===== config.mk =====
export PLATFORM = sky130hd
export DESIGN_NAME = pulse_window_monitor
export DESIGN_NICKNAME = d
export VERILOG_FILES = /design/src/rtl/pulse_window_monitor.sv
export SDC_FILE = /design/constraint.sdc
export NUM_CORES = 1
export LEC_CHECK = 0
export ABC_AREA = 0
export CAP_MARGIN = 20
export CORE_MARGIN = 2
export CORE_UTILIZATION = 35
export CTS_CLUSTER_DIAMETER = 60
export DETAILED_ROUTE_END_ITERATION = 12
export PLACE_DENSITY = 0.63
export SLEW_MARGIN = 20
export SYNTH_ARGS = -nofsm -noshare
export SYNTH_HDL_FRONTEND = slang
export SYNTH_SLANG_ARGS = --single-unit

===== constraint.sdc =====
create_clock -name i_clk -period 10.3 [get_ports i_clk]
set_input_delay 1.03 -clock i_clk [delete_from_list [all_inputs] [get_ports i_clk]]
set_output_delay 1.03 -clock i_clk [all_outputs]
set_load 0.005 [all_outputs]

===== src/rtl/pulse_window_monitor.sv =====
// Window statistics monitor for a ce-strobed pulse stream: counts rising edges, ones and the
// longest zero run over WINDOW samples, and presents each window result on a valid/ready port.
module pulse_window_monitor #(
  parameter int unsigned WINDOW = 256,
  parameter int unsigned CNT_W  = 16
) (
  input  logic             i_clk,
  input  logic             i_rst,
  input  logic             i_en,
  input  logic             i_ce,
  input  logic             i_pulse_in,
  output logic             o_res_valid,
  input  logic             i_res_ready,
  output logic [CNT_W-1:0] o_res_count,
  output logic [CNT_W-1:0] o_res_ones,
  output logic [CNT_W-1:0] o_res_max_gap,
  output logic             o_overrun
);

  localparam int unsigned      IdxW    = $clog2(WINDOW);
  localparam logic [IdxW-1:0]  IdxLast = IdxW'(WINDOW - 1);
  localparam logic [IdxW-1:0]  IdxOne  = IdxW'(1);
  localparam logic [CNT_W-1:0] CntOne  = CNT_W'(1);

  typedef enum logic [0:0] {StIdle, StRun} state_e;

  state_e r_state, w_state_nxt;

  logic [IdxW-1:0]  r_idx, w_idx_nxt;
  logic             r_prev, w_prev_nxt;
  logic [CNT_W-1:0] r_cnt, w_cnt_nxt;
  logic [CNT_W-1:0] r_ones, w_ones_nxt;
  logic [CNT_W-1:0] r_run, w_run_nxt;
  logic [CNT_W-1:0] r_maxg, w_maxg_nxt;

  logic             r_res_valid, w_res_valid_nxt;
  logic [CNT_W-1:0] r_res_count, w_res_count_nxt;
  logic [CNT_W-1:0] r_res_ones, w_res_ones_nxt;
  logic [CNT_W-1:0] r_res_gap, w_res_gap_nxt;
  logic             r_overrun, w_overrun_nxt;

  logic             w_sample;
  logic             w_win_end;
  logic [CNT_W-1:0] w_cnt_upd, w_ones_upd, w_run_upd, w_maxg_upd, w_gap_cand;

  function automatic logic [CNT_W-1:0] sat_inc(input logic [CNT_W-1:0] a, input logic b);
    return (b && (a != '1)) ? a + CntOne : a;
  endfunction

  function automatic logic [CNT_W-1:0] max_u(input logic [CNT_W-1:0] a,
                                              input logic [CNT_W-1:0] b);
    return (a > b) ? a : b;
  endfunction

  always_ff @(posedge i_clk) begin
    if (!i_rst) begin
      r_state <= StIdle;
    end else begin
      r_state <= w_state_nxt;
    end
  end

  always_comb begin
    w_state_nxt = r_state;
    unique case (r_state)
      StIdle:  if (i_en)  w_state_nxt = StRun;
      StRun:   if (!i_en) w_state_nxt = StIdle;
      default: w_state_nxt = StIdle;
    endcase
  end

  // A cycle that drops en discards the window, so its sample never counts.
  assign w_sample  = (r_state == StRun) && i_en && i_ce;
  assign w_win_end = w_sample && (r_idx == IdxLast);

  assign w_ones_upd = sat_inc(r_ones, i_pulse_in);
  assign w_cnt_upd  = sat_inc(r_cnt, i_pulse_in & ~r_prev);
  assign w_run_upd  = i_pulse_in ? '0 : sat_inc(r_run, 1'b1);
  assign w_maxg_upd = i_pulse_in ? max_u(r_maxg, r_run) : r_maxg;
  assign w_gap_cand = max_u(w_maxg_upd, w_run_upd);

  always_comb begin
    w_idx_nxt  = r_idx;
    w_prev_nxt = r_prev;
    w_cnt_nxt  = r_cnt;
    w_ones_nxt = r_ones;
    w_run_nxt  = r_run;
    w_maxg_nxt = r_maxg;
    if ((r_state == StIdle) || !i_en) begin
      // Holding everything at zero outside RUN also clears prev on entry to RUN.
      w_idx_nxt  = '0;
      w_prev_nxt = 1'b0;
      w_cnt_nxt  = '0;
      w_ones_nxt = '0;
      w_run_nxt  = '0;
      w_maxg_nxt = '0;
    end else if (i_ce) begin
      w_prev_nxt = i_pulse_in;
      if (w_win_end) begin
        w_idx_nxt  = '0;
        w_cnt_nxt  = '0;
        w_ones_nxt = '0;
        w_run_nxt  = '0;
        w_maxg_nxt = '0;
      end else begin
        w_idx_nxt  = r_idx + IdxOne;
        w_cnt_nxt  = w_cnt_upd;
        w_ones_nxt = w_ones_upd;
        w_run_nxt  = w_run_upd;
        w_maxg_nxt = w_maxg_upd;
      end
    end
  end

  always_comb begin
    w_res_valid_nxt = r_res_valid;
    w_res_count_nxt = r_res_count;
    w_res_ones_nxt  = r_res_ones;
    w_res_gap_nxt   = r_res_gap;
    w_overrun_nxt   = r_overrun;
    if (w_win_end) begin
      if (!r_res_valid || i_res_ready) begin
        w_res_valid_nxt = 1'b1;
        w_res_count_nxt = w_cnt_upd;
        w_res_ones_nxt  = w_ones_upd;
        w_res_gap_nxt   = w_gap_cand;
      end else begin
        w_overrun_nxt = 1'b1;
      end
    end else if (r_res_valid && i_res_ready) begin
      w_res_valid_nxt = 1'b0;
    end
  end

  always_ff @(posedge i_clk) begin
    if (!i_rst) begin
      r_idx       <= '0;
      r_prev      <= 1'b0;
      r_cnt       <= '0;
      r_ones      <= '0;
      r_run       <= '0;
      r_maxg      <= '0;
      r_res_valid <= 1'b0;
      r_res_count <= '0;
      r_res_ones  <= '0;
      r_res_gap   <= '0;
      r_overrun   <= 1'b0;
    end else begin
      r_idx       <= w_idx_nxt;
      r_prev      <= w_prev_nxt;
      r_cnt       <= w_cnt_nxt;
      r_ones      <= w_ones_nxt;
      r_run       <= w_run_nxt;
      r_maxg      <= w_maxg_nxt;
      r_res_valid <= w_res_valid_nxt;
      r_res_count <= w_res_count_nxt;
      r_res_ones  <= w_res_ones_nxt;
      r_res_gap   <= w_res_gap_nxt;
      r_overrun   <= w_overrun_nxt;
    end
  end

  assign o_res_valid   = r_res_valid;
  assign o_res_count   = r_res_count;
  assign o_res_ones    = r_res_ones;
  assign o_res_max_gap = r_res_gap;
  assign o_overrun     = r_overrun;

endmodule


==> summary.txt, run 1 <==
Die
  • Die width: 141 um
  • Core area: roughly 0.019 mm^2
  • IO Pins: 56
  • Rows: 50
  • Die Y: 141 um
  • Initial Util: 0.354
  • Die area: ~0.020 mm^2

Global route
  • First-pass GRT wire length: slightly below 30000 um
  • Gr ovfl total: 0
  • Met1 Usage GRT: 0.254
  • Met3 global-route usage: 0.0412
  • Gr usage total: 0.183
  • Vias in the first global route: ~5500
  • Met2 Use GR: 0.286
  • Top Usage Layer GRT: met2
  • Initial antenna violation count: 0
  • Largest net degree at the start of global routing: 64

STA
  • Worst-Margin Slew: 985 ps
  • Final hold vios: 0
  • Slew margin rel.: 0.341
  • Final setup margin: between 4000 and 5000 ps
  • Final Cycle Share: 0.596
  • RSZ-0062 raised after global routing: no
  • Max-slew violations: 0
  • Fmax: 163 MHz
  • Min Hold Slack: ~460 ps
  • Finish-stage setup viols: 0
  • Setup TNS: 0 ps
  • Tmin final: a little over 6000 ps
  • Final worst clock skew: about 7.2 ps

Worst hold path
  • Worst hold path class: flip-flop to flip-flop

Place
  • RD Place Congestion: between 0.8 and 0.9
  • Worst slack, placed: about 3800 ps
  • Detail Placement HPWL: about 12000 um
  • Port bufs: 55

Finish
  • Antenna Cells: 0
  • Nets: 878
  • Area Growth Syn to Fin: 19.7%
  • Share of cells above drive strength 1: 0.0707
  • Fillers: 1895

Synth
  • Syn Std Cell Area: between 0.006 and 0.007 mm^2
  • Number of synthesized flops with an enable pin: 0
  • Synth Flop Type: dfxtp_1
  • Top cell types by occurrence after synthesis: dfxtp_1 (124), nor2_1 (92), nand2_1 (73), o21ai_0 (56), a21oi_1 (55)
  • Ys async rst share: 0
  • Unique masters post-synth: 57
  • Sequential element share of the synthesized area: 0.376
  • Top-area cell type share of the netlist area: 0.376
  • Most numerous cell in the Yosys netlist: dfxtp_1
  • Synth Instances: 800
  • Post-synth top area cell: dfxtp_1
  • Synthesized flop and latch total: between 100 and 150
  • Yosys synthesis warning count: 0
  • Syn Nets: 842
  • Mean Syn Cell Area: between 8 and 9 um^2
  • Largest cells by area after synthesis: dfxtp_1 (38%), ha_1 (6.8%), nor2_1 (5.2%)

Power and ir drop
  • P_leak: between 2 and 3 nW
  • Sw power: around 0.25 mW
  • Switching share of total power: 0.220
  • Worst IR Drop VDD: ~0.000087 V
  • Final total power: approximately 1.1 mW
  • Sequential power share: 0.427
  • Combinational power share: 0.029
  • Pwr Density: approximately 140 mW/mm^2
  • Clock share of power: 0.544
  • Int Power: around 0.88 mW

Worst setup path
  • Setup CP Type: input port to flip-flop
  • Critical path startpoint category: input port
  • WP data required: 10630 ps
  • Worst EP arrival: roughly 6500 ps
  • Element type at the critical path end: flip-flop
  • Critical Path Fanout Max: 16

Clock tree
  • Worst-Skew Late Latency: between 400 and 500 ps
  • # hold bufs at CTS: 0
  • Max Buffers Root-to-Sink: 2
  • Clk sink count: around 120
  • H-Tree Level Count: 4
  • Clk pin slew, worst setup/hold paths: roughly 60 ps
  • CTS tree: yes
  • Num CTS Buffers: 17
  • Postcts setup bufs: 0
  • Resized Gates After CTS: 0
  • Root Buffer: clkbuf_16

Outcome
  • Outcome: finished, final reports clean

Route
  • DR vias/cell: 5.47
  • Pre-antenna DRT Iters: 5
  • DRC Markers: 0
  • Initial DRC count: ~340
  • Routed Antenna Nets: 0
  • Total routed wirelength: around 18000 um
  • Routed vias: approximately 6000
  • Avg WL per Cell: 16.4 um

Job
  • Max_cap viols: 0
cells by family after synthesis:
logic type,count (synthesis),synth area share
xor+xnor,40,0.0530
mux,22,0.0337
flops,124,0.376
buf+inv,87,0.0549
compound gates,215,0.218
fa+ha+maj,36,0.0682
simple gates,276,0.197
layout make-up:
cell class / instances / area [um^2] / share of cell area
multi-input combinational: 589 / 3780 / 0.478
sequential: 124 / 2480 / 0.314
timing repair buffer: 63 / 611 / 0.0772
clock buffer: 21 / 450 / 0.0569
tap: 234 / 293 / 0.0370
inverter: 41 / 154 / 0.0195
clock inverter: 11 / 141 / 0.0179
critical path, cell delays in order:
cell	delay (ps)
clkdlybuf4s50_1	890
inv_2	200
or4_1	590
o2bb2ai_2	510
buf_4	330
mux2i_1	340
inv_1	80
ha_1	310
nand4_2	140
or4_4	560
a21o_1	160
nand4_1	70
o21ai_1	90
or4_1	810
o221ai_1	330
path summary, 6_finish.rpt:
| kind | cells after the start | to | start | slack [ps] |
|---|---|---|---|---|
| hold reg to reg | 2 | o_res_max_gap[4]$_SDFFE_PN0P_ | o_res_max_gap[4]$_SDFFE_PN0P_ | 460 |
| setup / recovery | 15 | o_res_max_gap[2]$_SDFFE_PN0P_ | i_pulse_in | 4170 |
| hold / removal | 2 | o_res_max_gap[4]$_SDFFE_PN0P_ | o_res_max_gap[4]$_SDFFE_PN0P_ | 460 |
| setup reg to reg | 17 | o_res_max_gap[2]$_SDFFE_PN0P_ | r_run[13]$_SDFFE_PP0P_ | 4740 |
cells in the final DEF (no fill, tap or decap), types with 5 or more instances in the layout:
master and instances:
nand4_1 17, o221ai_1 6, clkdlybuf4s50_1 55, a31oi_1 6, nand2_1 72, and4_1 5
or3_1 9, clkinv_2 5, nor3_1 16, clkbuf_16 17, and3_1 6, o221ai_2 10
dfxtp_1 124, nand3_1 25, a211oi_1 16, a2bb2oi_1 12, xnor2_1 23, o31ai_1 9
a21oi_1 55, o21ai_0 56, xor2_1 17, o22ai_1 6, a22oi_1 8, nor2b_1 9
buf_4 8, a22o_1 9, mux2i_1 20, nor2_1 91, ha_1 36, nand2b_1 5
inv_1 40
state kept, by name, indices dropped and copies added, names as in the netlist:
| signal | count |
|---|---|
| o_overrun | 1 |
| o_res_count | 16 |
| o_res_max_gap | 16 |
| o_res_ones | 16 |
| o_res_valid | 1 |
| r_cnt | 16 |
| r_idx | 8 |
| r_maxg | 16 |
| r_ones | 16 |
| r_prev | 1 |
| r_run | 16 |
| r_state | 1 |
power groups by stage:
stage	combinational [mW]	clock, mW	sequential (mW)
after floorplan	0.0217	0	0.491
after global placement	0.0320	0	0.491
after detailed placement	0.0323	0	0.491
after CTS	0.0324	0.619	0.481
after global routing	0.0351	0.641	0.480
final	0.0324	0.611	0.481
routing by layer:
metal	share of wire	vias up	routed length [um]
li1	-	2943	-
met1	0.49	2813	8750
met2	0.45	151	7930
met3	0.051	20	912
met4	0.012	0	208
met5	0	-	0
per-stage QoR:
| step | utilization | instances | area (um^2) |
|---|---|---|---|
| floorplan | - | 800 | 6610 |
| global placement | 0.392 | 1051 | 7310 |
| detailed placement | 0.392 | 1051 | 7310 |
| CTS | 0.424 | 1083 | 7910 |
| global route | 0.424 | 1083 | 7910 |
| finish | 0.424 | 1083 | 7910 |
(Power assumes the default switching activity.)
==> run 2, diff against run 1 <==
--- a/config.mk
+++ b/config.mk
@@ -11,7 +11,7 @@
 export CORE_UTILIZATION = 35
 export CTS_CLUSTER_DIAMETER = 60
 export DETAILED_ROUTE_END_ITERATION = 12
-export PLACE_DENSITY = 0.63
+export PLACE_DENSITY = 0.65
 export SLEW_MARGIN = 20
 export SYNTH_ARGS = -nofsm -noshare
 export SYNTH_HDL_FRONTEND = slang
==> constraint.sdc (replaced) <==
create_clock -name i_clk -period 5.5 [get_ports i_clk]
set_input_delay 0.55 -clock i_clk [delete_from_list [all_inputs] [get_ports i_clk]]
set_output_delay 0.55 -clock i_clk [all_outputs]
set_load 0.005 [all_outputs]
==> summary.txt, run 2 (synthesized netlist as in run 1, its figures left out) <==
Clock tree
  • Max Buffers Root-to-Sink: 2
  • Worst-Skew Late Latency: roughly 430 ps
  • Clk pin slew, worst setup/hold paths: 60 ps
  • Clk sink count: ~120
  • Root Buffer: clkbuf_16
  • Resized Gates After CTS: 0
  • # hold bufs at CTS: 0
  • H-Tree Level Count: 4
  • Num CTS Buffers: 17
  • CTS tree: yes
  • Postcts setup bufs: 0

STA
  • Worst-Margin Slew: between 900 and 1000 ps
  • Max-slew violations: 0
  • Final Cycle Share: 0.880
  • Fmax: 207 MHz
  • Tmin final: just under 5000 ps
  • Final setup margin: approximately 660 ps
  • Min Hold Slack: 472 ps
  • Final hold vios: 0
  • RSZ-0062 raised after global routing: no
  • Setup TNS: 0 ps
  • Final worst clock skew: ~9.2 ps
  • Slew margin rel.: 0.360
  • Finish-stage setup viols: 0

Route
  • Initial DRC count: just under 400
  • Total routed wirelength: ~17000 um
  • DRC Markers: 0
  • Routed vias: between 5000 and 6000
  • Pre-antenna DRT Iters: 5
  • Routed Antenna Nets: 0
  • Avg WL per Cell: 15.9 um
  • DR vias/cell: around 5.4

Place
  • Worst slack, placed: approximately 190 ps
  • Detail Placement HPWL: between 10000 and 15000 um
  • Placed Instance Area: ~0.0074 mm^2
  • Port bufs: between 50 and 60
  • RD Place Congestion: between 0.9 and 1
  • Placed cell count: approximately 1100

Finish
  • Final Util: 0.427
  • Commonest non-fill, non-tap cell in the layout: dfxtp_1
  • Share of cells above drive strength 1: 0.0806
  • Antenna Cells: 0
  • Sequential cell area: 0.00248 mm^2
  • Non-Filler Instances: 1090
  • Fillers: ~1900
  • Nets: a little under 900
  • Area Growth Syn to Fin: 20.6%
  • Multi-input gate area: between 0.003 and 0.004 mm^2
  • Commonest cells after routing, fill and taps aside: dfxtp_1 (124), nor2_1 (92), nand2_1 (73), o21ai_0 (56)
  • Final Cell Area: about 0.008 mm^2

Power and ir drop
  • Final total power: 2.11 mW
  • Clock share of power: 0.543
  • Combinational power share: 0.030
  • Sw power: around 0.5 mW
  • Int Power: approximately 1.6 mW
  • Sequential power share: 0.427
  • Switching share of total power: 0.237
  • Worst IR Drop VDD: approximately 0.00023 V
  • Pwr Density: 264 mW/mm^2
  • P_leak: about 2.9 nW

Global route
  • Initial antenna violation count: 0
  • First-pass GRT wire length: approximately 29000 um
  • Vias in the first global route: around 5600
  • Largest net degree at the start of global routing: 44
  • Gr ovfl total: 0
  • Gr usage total: 0.181

Worst setup path
  • Setup CP Type: flip-flop to flip-flop
  • WP data required: approximately 5800 ps
  • Critical path startpoint category: flip-flop
  • Element type at the critical path end: flip-flop
  • Reg2Reg Depth: 18
  • Critical Path Fanout Max: 12
  • CP peak stage delay: about 580 ps
  • Worst EP arrival: 5130 ps
  • Critical path, cell by cell: inv_1 > ha_1 > a21oi_1 > o21ai_0 > or4_1 > o2bb2ai_2 > buf_4 > mux2i_1 > inv_1 > ha_1 > nand4_2 > or4_4 > a21o_1 > nand4_1 > o21ai_1 > nand3_1 > buf_4 > o221ai_1
  • CP max-delay cell: or4_4

Die
  • Core area: around 0.019 mm^2
  • IO Pins: 56
  • Die Y: approximately 140 um
  • Die area: around 0.020 mm^2
  • Die width: approximately 140 um
  • Initial Util: 0.354
  • Rows: 50

Worst hold path
  • Hold depth: 2
  • Worst hold path class: flip-flop to flip-flop

Job
  • Max_cap viols: 0

Outcome
  • Outcome: finished, final reports clean
==> run 2: changes by cell type in the layout (fill, tap and decap cells not counted), moves of 3 or more <==
cell | previous run | this run
buf_4 | 8 | 15
clkinv_4 | 1 | 5
clkbuf_1 | 3 | 0
clkinv_2 | 5 | 2
inv_6 | 2 | 5
==> run 2: power groups by stage <==
stage | Sequential [mW] | Combinational (mW) | Clock, mW
after floorplan | 0.919 | 0.0406 | 0
after global placement | 0.920 | 0.0638 | 0
after detailed placement | 0.920 | 0.0641 | 0
after CTS | 0.900 | 0.0644 | 1.16
after global routing | 0.899 | 0.0694 | 1.21
final | 0.900 | 0.0642 | 1.14
==> run 2: final cells by class <==
| type | instances | area share |
|---|---|---|
| clock inverter | 14 | 0.0198 |
| clock buffer | 18 | 0.0551 |
| timing repair buffer | 70 | 0.0832 |
| multi-input combinational | 589 | 0.474 |
| inverter | 41 | 0.0193 |
| tap | 234 | 0.0367 |
| sequential | 124 | 0.312 |
==> run 2: metal layers <==
layer / share of wire / vias to the layer above / track usage
met2: 0.45 / 157 / 0.276
met3: 0.049 / 30 / 0.0456
met4: 0.025 / 0 / 0.0689
met1: 0.48 / 2767 / 0.245
met5: 0 / - / 0
li1: - / 2948 / -
==> run 2: worst paths after layout <==
kind,startpoint,to,slack (ps)
min,o_res_max_gap[4]$_SDFFE_PN0P_,o_res_max_gap[4]$_SDFFE_PN0P_,470
min reg2reg,o_res_max_gap[4]$_SDFFE_PN0P_,o_res_max_gap[4]$_SDFFE_PN0P_,470
max,r_run[13]$_SDFFE_PP0P_,o_res_max_gap[3]$_SDFFE_PN0P_,660
max reg2reg,r_run[13]$_SDFFE_PP0P_,o_res_max_gap[3]$_SDFFE_PN0P_,660
==> run 2: worst max-delay path, delay by kind of cell, from the launching register on <==
family / cells / cell delay (ps)
flops: 1 / 470
mux: 1 / 300
buf+inv: 4 / 750
fa+ha+maj: 2 / 640
compound gates: 6 / 920
simple gates: 5 / 1620
==> run 3, diff against run 2 <==
--- a/config.mk
+++ b/config.mk
@@ -7,11 +7,13 @@
 export LEC_CHECK = 0
 export ABC_AREA = 0
 export CAP_MARGIN = 20
+export CELL_PAD_IN_SITES_DETAIL_PLACEMENT = 1
+export CELL_PAD_IN_SITES_GLOBAL_PLACEMENT = 1
 export CORE_MARGIN = 2
 export CORE_UTILIZATION = 35
 export CTS_CLUSTER_DIAMETER = 60
 export DETAILED_ROUTE_END_ITERATION = 12
-export PLACE_DENSITY = 0.65
+export PLACE_DENSITY = 0.79
 export SLEW_MARGIN = 20
 export SYNTH_ARGS = -nofsm -noshare
 export SYNTH_HDL_FRONTEND = slang
==> summary.txt, run 3 (synthesized netlist as in run 1, its figures left out) <==
STA
  • Worst-Margin Slew: 1020 ps
  • Tmin final: 4960 ps
  • RSZ-0062 raised after global routing: no
  • Slew margin rel.: 0.322
  • Final Cycle Share: 0.902
  • Setup TNS: 0 ps
  • Max-slew violations: 0
  • Fmax: 202 MHz
  • Min Hold Slack: 464 ps
  • Final hold vios: 0
  • Finish-stage setup viols: 0
  • Final worst clock skew: approximately 9.6 ps

Route
  • Initial DRC count: between 400 and 500
  • Routed vias: slightly above 6000
  • Routed Antenna Nets: 0
  • Pre-antenna DRT Iters: 4
  • Total routed wirelength: between 15000 and 20000 um
  • DR vias/cell: 5.65
  • DRC Markers: 0
  • Avg WL per Cell: between 15 and 20 um

Clock tree
  • Clk pin slew, worst setup/hold paths: 60 ps
  • Postcts setup bufs: 0
  • CTS tree: yes
  • H-Tree Level Count: 4
  • # hold bufs at CTS: 0
  • Root Buffer: clkbuf_16
  • Resized Gates After CTS: 0
  • Clk sink count: between 100 and 150
  • Num CTS Buffers: 17
  • Max Buffers Root-to-Sink: 2
  • Worst-Skew Late Latency: 430 ps

Die
  • Die width: 141 um
  • Rows: 50
  • Die Y: roughly 140 um
  • Core area: 0.0186 mm^2
  • IO Pins: 56
  • Die area: about 0.020 mm^2
  • Initial Util: 0.354

Worst setup path
  • WP data required: ~5900 ps
  • Critical path startpoint category: flip-flop
  • Critical Path Fanout Max: 16
  • Setup CP Type: flip-flop to flip-flop
  • Element type at the critical path end: flip-flop
  • Worst EP arrival: ~5300 ps

Finish
  • Nets: 882
  • Final Cell Area: 0.00799 mm^2
  • Area Growth Syn to Fin: 20.9%
  • Fillers: around 2200
  • Non-Filler Instances: 1087
  • Commonest cells after routing, fill and taps aside: dfxtp_1 (124), nor2_1 (92), nand2_1 (73), o21ai_0 (56)
  • Share of cells above drive strength 1: 0.0762
  • Antenna Cells: 0
  • Commonest non-fill, non-tap cell in the layout: dfxtp_1

Global route
  • Largest net degree at the start of global routing: 63
  • Gr ovfl total: 0
  • Gr usage total: 0.205
  • Initial antenna violation count: 0
  • First-pass GRT wire length: 32500 um
  • Vias in the first global route: 6223

Power and ir drop
  • P_leak: just under 3 nW
  • Worst IR Drop VDD: 0.000206 V
  • Pwr Density: about 270 mW/mm^2

Place
  • Detail Placement HPWL: ~13000 um
  • Placed cell count: ~1100
  • Placed Instance Area: 0.00734 mm^2
  • Port bufs: between 50 and 60
  • RD Place Congestion: 0.847

Job
  • Max_cap viols: 0

Outcome
  • Outcome: finished, final reports clean

Worst hold path
  • Worst hold path class: flip-flop to flip-flop
-- run 3: cell types whose count changed in the layout (fill, tap and decap cells not counted), moves of 2 or more --
cell        delta
buf_4          -3
bufinv_16      +2
clkinv_4       -3
clkinvlp_4     +2
inv_6          -2
-- run 3: through the flow --
stage                     power [mW]  worst slack (ps)   util
after CTS                       2.21               207  0.428
after global placement         0.983               266  0.394
after floorplan                0.960               914      -
final                           2.20               540  0.429
after global routing            2.26               269  0.429
after detailed placement       0.984               173  0.394
-- run 3: final timing paths --
kind                                      start                        endpoint  slack (ps)  cells past startpoint
setup / recovery         r_run[13]$_SDFFE_PP0P_  o_res_max_gap[13]$_SDFFE_PN0P_         540                     17
hold reg to reg   o_res_max_gap[0]$_SDFFE_PN0P_   o_res_max_gap[0]$_SDFFE_PN0P_         460                      2
setup reg to reg         r_run[13]$_SDFFE_PP0P_  o_res_max_gap[13]$_SDFFE_PN0P_         540                     17
hold / removal    o_res_max_gap[0]$_SDFFE_PN0P_   o_res_max_gap[0]$_SDFFE_PN0P_         460                      2
-- run 3: worst max-delay path: stages, from the launching register on --
cell and delay [ps]:
dfxtp_1 480, inv_1 130, ha_1 320, a21oi_1 120
o21ai_0 90, or4_1 510, o2bb2ai_2 300, buf_4 240
mux2i_1 310, inv_1 80, ha_1 320, nand4_2 170
or4_4 610, a21o_1 170, nand4_1 80, o21ai_1 90
or4_4 590, o221ai_2 230
-- run 3: layout make-up --
type	count	area [um^2]	share of cell area
multi-input cells	589	3780	0.473
flip-flops and latches	124	2480	0.311
repair buffers	67	641	0.0802
clock buffers	20	457	0.0572
well taps	234	293	0.0366
clock inverters	12	184	0.0230
inverters	41	154	0.0193
-- run 3: report_power, final --
group	internal (mW)	switching [mW]	leakage [nW]
clock network	0.787	0.443	0.308
registers	0.899	0.000890	0.999
logic	0.0211	0.0447	1.58
-- run 3: per-layer routing --
| metal | global-route usage | share of wire | vias up |
|---|---|---|---|
| li1 | - | - | 2941 |
| met1 | 0.263 | 0.46 | 3040 |
| met2 | 0.340 | 0.47 | 120 |
| met3 | 0.0442 | 0.039 | 38 |
| met4 | 0.0763 | 0.023 | 0 |
| met5 | 0 | 0 | - |
